[src/rtl/instruction_fetch.sv]
// Fetch stage feeding the MIPS decode stage.
// Owns the PC, issues word-aligned requests to instruction memory (variable
// latency), hands {inst, inst_pc, inst_pc4} to decode over valid/ready, and
// squashes wrong-path fetches when the datapath redirects.
module instruction_fetch #(
  parameter logic [31:0] RESET_PC = 32'h0000_0000
) (
  input  logic        clk,
  input  logic        rst,
  input  logic        redirect_valid,
  input  logic [31:0] redirect_pc,
  output logic        imem_req,
  output logic [31:0] imem_addr,
  input  logic        imem_ack,
  input  logic [31:0] imem_rdata,
  output logic        inst_valid,
  input  logic        inst_ready,
  output logic [31:0] inst,
  output logic [31:0] inst_pc,
  output logic [31:0] inst_pc4
);

  // FETCH: request in flight on the correct path, output register empty.
  // DRAIN: request in flight on a squashed path; its data must be dropped.
  // HOLD:  output register full, no request until decode takes it.
  typedef enum logic [1:0] {
    FETCH = 2'b00,
    DRAIN = 2'b01,
    HOLD  = 2'b10
  } state_t;

  localparam logic [31:0] ALIGN_MASK       = 32'hFFFF_FFFC;
  localparam logic [31:0] RESET_PC_ALIGNED = RESET_PC & ALIGN_MASK;

  state_t      state;
  logic [31:0] pc;
  logic [31:0] tgt;
  logic [31:0] redirect_aligned;
  logic [31:0] pc_seq;

  // Redirect targets are forced to a word boundary so pc[1:0] stays 00.
  assign redirect_aligned = redirect_pc & ALIGN_MASK;
  assign pc_seq           = pc + 32'd4;

  // The address never moves while a request is outstanding because pc only
  // changes on an ack or while no request is being made.
  assign imem_addr = pc;
  assign imem_req  = !rst && ((state == FETCH) || (state == DRAIN));

  // Single state machine: PC, pending redirect target and the output register.
  always_ff @(posedge clk) begin
    if (rst) begin
      state      <= FETCH;
      pc         <= RESET_PC_ALIGNED;
      tgt        <= 32'h0000_0000;
      inst_valid <= 1'b0;
      inst       <= 32'h0000_0000;
      inst_pc    <= 32'h0000_0000;
      inst_pc4   <= 32'h0000_0000;
    end else begin
      case (state)
        FETCH: begin
          if (imem_ack) begin
            if (redirect_valid) begin
              pc <= redirect_aligned;
            end else begin
              inst       <= imem_rdata;
              inst_pc    <= pc;
              inst_pc4   <= pc_seq;
              inst_valid <= 1'b1;
              pc         <= pc_seq;
              state      <= HOLD;
            end
          end else if (redirect_valid) begin
            tgt   <= redirect_aligned;
            state <= DRAIN;
          end
        end

        DRAIN: begin
          if (imem_ack) begin
            pc    <= redirect_valid ? redirect_aligned : tgt;
            state <= FETCH;
          end else if (redirect_valid) begin
            tgt <= redirect_aligned;
          end
        end

        HOLD: begin
          if (redirect_valid) begin
            inst_valid <= 1'b0;
            pc         <= redirect_aligned;
            state      <= FETCH;
          end else if (inst_ready) begin
            inst_valid <= 1'b0;
            state      <= FETCH;
          end
        end

        default: begin
          inst_valid <= 1'b0;
          state      <= FETCH;
        end
      endcase
    end
  end

endmodule

[config.mk]
export PLATFORM = sky130hd
export DESIGN_NAME = instruction_fetch
export DESIGN_NICKNAME = d
export VERILOG_FILES = /design/src/rtl/instruction_fetch.sv
export SDC_FILE = /design/constraint.sdc
export NUM_CORES = 1
export LEC_CHECK = 0
export BUFFER_PORTS_ARGS = -buffer_cell sky130_fd_sc_hd__buf_2
export CAP_MARGIN = 40
export CORE_UTILIZATION = 30
export CTS_CLUSTER_SIZE = 28
export DETAILED_ROUTE_END_ITERATION = 12
export PLACE_DENSITY = 0.52
export RECOVER_POWER = 25
export SYNTH_ARGS = -nofsm -noshare
export SYNTH_HDL_FRONTEND = slang
export SYNTH_SLANG_ARGS = --single-unit
[constraint.sdc]
create_clock -name clk -period 2.5 [get_ports clk]
set_clock_uncertainty 0.1 [all_clocks]
set_input_delay 0 -clock clk [delete_from_list [all_inputs] [get_ports clk]]
set_output_delay 0 -clock clk [all_outputs]
set_load 0.005 [all_outputs]
==> results by group, run 1 <==
Route
  • Vias: 7,557
  • WL/cell: roughly 17 µm
  • Via density: around 5
  • Initial DRC Count: 546
  • WL final: 25.4 mm
  • Antenna-violating nets left: 0
  • Drt first pass iters: 5
  • Residual DRC count: 0

Floorplanning
  • I/O pins: 199
  • Starting Density: 0.307
  • Core area: 23,500 µm²
  • Die extent in y: approximately 160 µm
  • Die X-Extent: 157 µm
  • Full die area: roughly 25,000 µm²
  • # rows: 56

Clock network
  • Clock tree from TritonCTS: done
  • CTS Sinks: 161
  • Num CTS Buffers: 17
  • Max clock buf depth: 2
  • Worst-path clk slew: 70 ps
  • H-tree Lvls: 4
  • Post-CTS setup buffers: 0
  • Clk Latency, worst-skew pair: roughly 430 ps
  • Root buffer cell: clkbuf_16

Global routing
  • Gr usage total: 0.204
  • First-pass GRT wire length: 38.6 mm
  • Grt ovf: 0
  • Vias in the first global route: 6,864
  • Antenna violations before repair: 0
  • Largest net degree at the start of global routing: between 50 and 60

Placed design
  • Dpl ws: 274 ps
  • Dpl hpwl: 17.6 mm
  • Buffers on Ports: 196
  • GP Congestion: 0.870

Cells and area
  • Share of post-route cells with drive strength above 1: 0.222
  • Post-layout net count: 1,268
  • # fillers: between 2,000 and 2,500
  • Area of the multi-input gates: between 3000 and 4000 µm²
  • Ant diodes: 0
  • Register area: 3220 µm²
  • Post-route core utilization: 0.430
  • Area Overhead vs Synth: 39.8%

Yosys
  • Most used DFF post-synth: dfxtp_1
  • Syn avg cell area: 7.82 µm²
  • Top-count cell post-synth: nand2_1
  • Top cell type's share of synthesized area: 0.445
  • Cell count after synthesis: roughly 930
  • Ys Warns: 0
  • Seq/Total Area, Yosys: 0.445
  • Synth area leaders: dfxtp_1, nand2_1, a21oi_1
  • Ys async rst share: 0
  • Synth area leader: dfxtp_1
  • Commonest cells post-synth: nand2_1, dfxtp_1, a21oi_1
  • FF+latch count, synth: 161
  • Syn_nets: approximately 1,000
  • Number of library cell types mapped by synthesis: 68
  • Number of synthesized flops with an enable pin: 0
  • Synthesized area: 7240 µm²

Timing
  • Fin crit share: 0.921
  • Achievable Freq: around 0.43 GHz
  • Setup TNS: 0 ps
  • Crit path time final: about 2300 ps
  • Final setup vio count: 0
  • Final worst slack: 199 ps
  • RSZ-0062 raised after global routing: no
  • Worst slew margin: 0.547
  • Final Hold Viols: 0
  • Max Slew Vio Count: 0
  • Worst-Margin Slew: 673 ps

Worst setup path
  • Critical Path Source Type: flip-flop
  • Worst setup EP type: flip-flop
  • WP data required: roughly 2800 ps
  • Max FO, Critical Path: 21
  • Critical path arrival: between 2000 and 3000 ps
  • Crit Path Class: reg -> reg

Power
  • Power Dens Cells: 705 nW/µm²
  • Leak: about 4.0 nW
  • Peak VDD IR: between 0.3 and 0.4 mV

Run
  • Max cap viols: 0

Min path
  • Hold Crit Class: in -> reg

Outcome
  • Outcome: finished, final reports clean
==> layout by cell type (no fill, tap or decap), drive strengths merged, types with 4 or more instances in the layout <==
master       instances
a211oi              18
a21o                 5
a21oi              127
a221o                5
a221oi               6
a222oi               4
a22o                 7
a22oi               10
a31oi                6
and3                10
buf                215
clkbuf              63
clkinv               6
dfxtp              161
dlygate4sd3         74
ha                   4
inv                 13
mux2                 4
mux2i                6
nand2              223
nand2b               4
nand3               19
nand4               13
nor2                54
nor3                12
nor4                10
o211ai               4
o21ai               49
o31ai                5
or2                  4
xnor2                8
xor2                15
==> logic make-up after synthesis <==
logic type	share of synthesized area
xor gates and xnor gates	0.0278
adders and majority gates	0.00692
buffers and inverters	0.0515
and+or+nand+nor	0.223
DFF	0.445
muxes	0.0145
AOI/OAI and AO/OA	0.231
==> final cells by class <==
cell class,count,area share
clock inverter,13,0.0173
multi-input combinational,673,0.361
timing repair buffer,333,0.216
inverter,9,0.00334
sequential,161,0.319
tap,319,0.0394
clock buffer,19,0.0438
==> final timing paths <==
path	from	end	slack [ps]	cells after the start
setup / recovery	state[0]$_SDFFE_PP0P_	tgt[15]$_SDFFE_PP0P_	200	10
hold / removal	redirect_valid	imem_addr[19]$_SDFFE_PP0P_	60	3
setup reg to reg	state[0]$_SDFFE_PP0P_	tgt[15]$_SDFFE_PP0P_	200	10
hold reg to reg	inst[6]$_SDFFE_PP0P_	inst[6]$_SDFFE_PP0P_	350	2
==> per-layer routing <==
| metal | vias to the layer above | GRT usage | part of all wire |
|---|---|---|---|
| met4 | 0 | 0.0707 | 0.017 |
| met3 | 27 | 0.0355 | 0.053 |
| met5 | - | 0 | 0 |
| li1 | 3795 | - | - |
| met2 | 220 | 0.316 | 0.45 |
| met1 | 3515 | 0.282 | 0.48 |
==> worst max-delay path: stages (launching register included) <==
cell           delay, ps
dfxtp_1              380
inv_1                 90
ha_1                 210
buf_4                170
nor2_2               170
nor2_1                70
nand2_1              130
buf_12               170
nand2_1               60
a21oi_1              130
dlygate4sd3_1        560
==> state kept, by name (all words and copies together) (netlist names) <==
name / cells
state: 2
inst_pc4: 30
inst: 32
inst_pc: 32
imem_addr: 32
tgt: 32
inst_valid: 1
==> what timing repair did <==
action                     4_1_cts  5_1_grt
setup endpoints to repair        0        9
gates resized for setup          0        1
hold endpoints to repair        93        0
hold buffers                    74        0
==> report_power, final <==
part	leakage [nW]	internal (mW)	switching (mW)
registers	1.31	2.75	0.137
logic	2.41	0.629	0.838
clock network	0.306	1.62	1.16
total	4.04	5.00	2.13
==> metrics by stage <==
step | std cells | total power, mW | hold slack, ps | cell area, µm²
after floorplan | 925 | 3.64 | 36.0 | 7240
after global placement | 1421 | 4.31 | 140 | 8810
after detailed placement | 1421 | 4.32 | 147 | 8810
after CTS | 1527 | 7.20 | 41.2 | 10200
after global routing | 1527 | 7.47 | 99.2 | 10100
final | 1527 | 7.14 | 63.2 | 10100
Note: power is estimated with default switching activity, not from simulation.
==> inputs of run 2 (changes only) <==
Settings changed: ABC_AREA set to 1, PLACE_DENSITY 0.52 to 0.51.
==> run 2 against run 1 <==
  * Core utilization down 1.9 points
  * Clock-buffer cell count down 1
  * Fmax up 10%
  * Flip-flop and latch count unchanged
  * Die area up 3.8%
  * Worst setup slack better by 220 ps
  * Non-clock buffer count down 51
  * Critical path type unchanged
==> results by group, run 2 <==
Route
  • Vias: 7,839
  • Initial DRC Count: 617
  • WL/cell: about 16 µm
  • Residual DRC count: 0
  • Via density: between 4 and 5
  • WL final: 26.0 mm
  • Antenna-violating nets left: 0
  • Drt first pass iters: 5

Floorplanning
  • Die extent in y: 160 µm
  • Starting Density: 0.307
  • Full die area: 25,700 µm²
  • I/O pins: 199
  • Die X-Extent: between 150 and 200 µm
  • Core area: 24,500 µm²
  • # rows: 57

Clock network
  • H-tree Lvls: 4
  • Root buffer cell: clkbuf_16
  • Num CTS Buffers: 17
  • CTS Sinks: 161
  • Max clock buf depth: 2
  • Clock tree from TritonCTS: done
  • Worst-path clk slew: approximately 70 ps
  • Clk Latency, worst-skew pair: ~430 ps
  • Cts repair resizes: 0

Yosys
  • Most used DFF post-synth: dfxtp_1
  • FF+latch count, synth: 161
  • Seq/Total Area, Yosys: 0.429
  • Synth area leaders: dfxtp_1, nand2_1, o21ai_0
  • Ys Warns: 0
  • Top cell type's share of synthesized area: 0.429
  • Synth area leader: dfxtp_1
  • Number of library cell types mapped by synthesis: 33
  • Syn_nets: ~1,100
  • Number of synthesized flops with an enable pin: 0
  • Ys async rst share: 0
  • Syn avg cell area: 7.02 µm²
  • Cell count after synthesis: 1,070
  • Synthesized area: 7520 µm²
  • Commonest cells post-synth: nand2_1, nor2_1, dfxtp_1
  • Top-count cell post-synth: nand2_1

Global routing
  • Antenna violations before repair: 0
  • Grt ovf: 0
  • First-pass GRT wire length: 40.5 mm
  • Largest net degree at the start of global routing: 82
  • Vias in the first global route: 7,149
  • Gr usage total: 0.203

Placed design
  • Dpl cells: ~1,500
  • Buffers on Ports: between 150 and 200
  • Dpl ws: 464 ps
  • Dpl cell area: ~8800 µm²
  • Dpl hpwl: 17.4 mm
  • GP Congestion: 0.786

Worst setup path
  • Max FO, Critical Path: 20
  • Critical path arrival: approximately 2300 ps
  • Critical Path Source Type: flip-flop
  • WP data required: 2710 ps
  • Crit Path Class: reg -> reg
  • Worst R2R Path Depth: 7
  • Worst setup EP type: flip-flop

Cells and area
  • Design Area, Final: approximately 10,000 µm²
  • Post-layout net count: ~1,400
  • Post-Layout Cell Count: 1,636
  • Commonest cells after routing, fill and taps aside: nand2_1, nor2_1, dfxtp_1
  • Most common cell after layout, fill and taps aside: nand2_1
  • Ant diodes: 0
  • Share of post-route cells with drive strength above 1: 0.179
  • Area Overhead vs Synth: 33.6%

Timing
  • RSZ-0062 raised after global routing: no
  • Final worst slack: around 420 ps
  • Worst slew margin: 0.608
  • Crit path time final: 2080 ps
  • Worst-Margin Slew: 588 ps
  • Setup TNS: 0 ps
  • Achievable Freq: between 0.4 and 0.5 GHz
  • Fin crit share: 0.833
  • Final Hold Viols: 0
  • Max Slew Vio Count: 0
  • Final setup vio count: 0

Outcome
  • Outcome: finished, final reports clean

Power
  • Leak: 4.61 nW
  • Power Dens Cells: about 940 nW/µm²
  • Pwr Total: 9.41 mW
  • Peak VDD IR: 0.394 mV

Min path
  • Hold Crit Class: in -> reg
  • WHS Path Cells: 3

Run
  • Max cap viols: 0
## run 2: per-layer routing
| metal | global-route usage | part of all wire | vias to the layer above |
|---|---|---|---|
| met4 | 0.0554 | 0.015 | 0 |
| met3 | 0.0431 | 0.052 | 25 |
| met5 | 0 | 0 | - |
| met1 | 0.260 | 0.45 | 3603 |
| met2 | 0.342 | 0.48 | 220 |
| li1 | - | - | 3991 |
## run 2: timing repair
action,in CTS,in global routing
setup endpoints to repair,0,0
hold buffers,66,0
buffers inserted,0,0
endpoints found under the hold margin,95,0
## run 2: cell families (layout without fill, tap and decap cells)
| kind of cell | count (synthesis) | in the layout | share of synthesized area |
|---|---|---|---|
| DFF | 161 | 161 | 0.429 |
| adders and majority gates | 4 | 4 | 0.00666 |
| buffers and inverters | 139 | 381 | 0.0741 |
| and+or+nand+nor | 443 | 443 | 0.246 |
| AOI/OAI and AO/OA | 308 | 308 | 0.225 |
| xor gates and xnor gates | 15 | 15 | 0.0195 |
## run 2: worst paths after layout
path / from / end / slack (ps)
worst max-delay path: state[0]$_SDFFE_PP0P_ / imem_addr[13]$_SDFFE_PP0P_ / 420
worst min-delay path: rst / inst_pc[2]$_SDFFE_PP0P_ / 40
worst max register to register: state[0]$_SDFFE_PP0P_ / imem_addr[13]$_SDFFE_PP0P_ / 420
worst min register to register: tgt[0]$_SDFFE_PP0P_ / tgt[0]$_SDFFE_PP0P_ / 350
## run 2: final cells by class
type	count	area, µm²
Fill cell	2622	14400
Multi-Input combinational cell	770	3740
Sequential cell	161	3220
Timing Repair Buffer	282	1800
Clock buffer	18	439
Tap cell	324	405
Inverter	67	253
Clock inverter	14	179
## run 2: where the power goes
group / total, mW / switching, mW / internal, mW
registers: 3.72 / 0.599 / 3.12
logic: 2.91 / 1.80 / 1.11
clock network: 2.78 / 1.17 / 1.62
## run 2: worst max-delay path: stages, from the launching register on
cell and delay (ps):
dfxtp_1 350, inv_1 80, ha_1 320, nand2_1 440, buf_12 240, a21oi_1 60
a211oi_1 240, a21oi_1 110
## run 2: through the flow
stage,hold WS [ps],util
3_3_place_gp,123,0.360
4_1_cts,22.0,0.413
3_5_place_dp,129,0.360
2_1_floorplan,34.9,-
6_report,39.5,0.410
5_1_grt,37.7,0.410
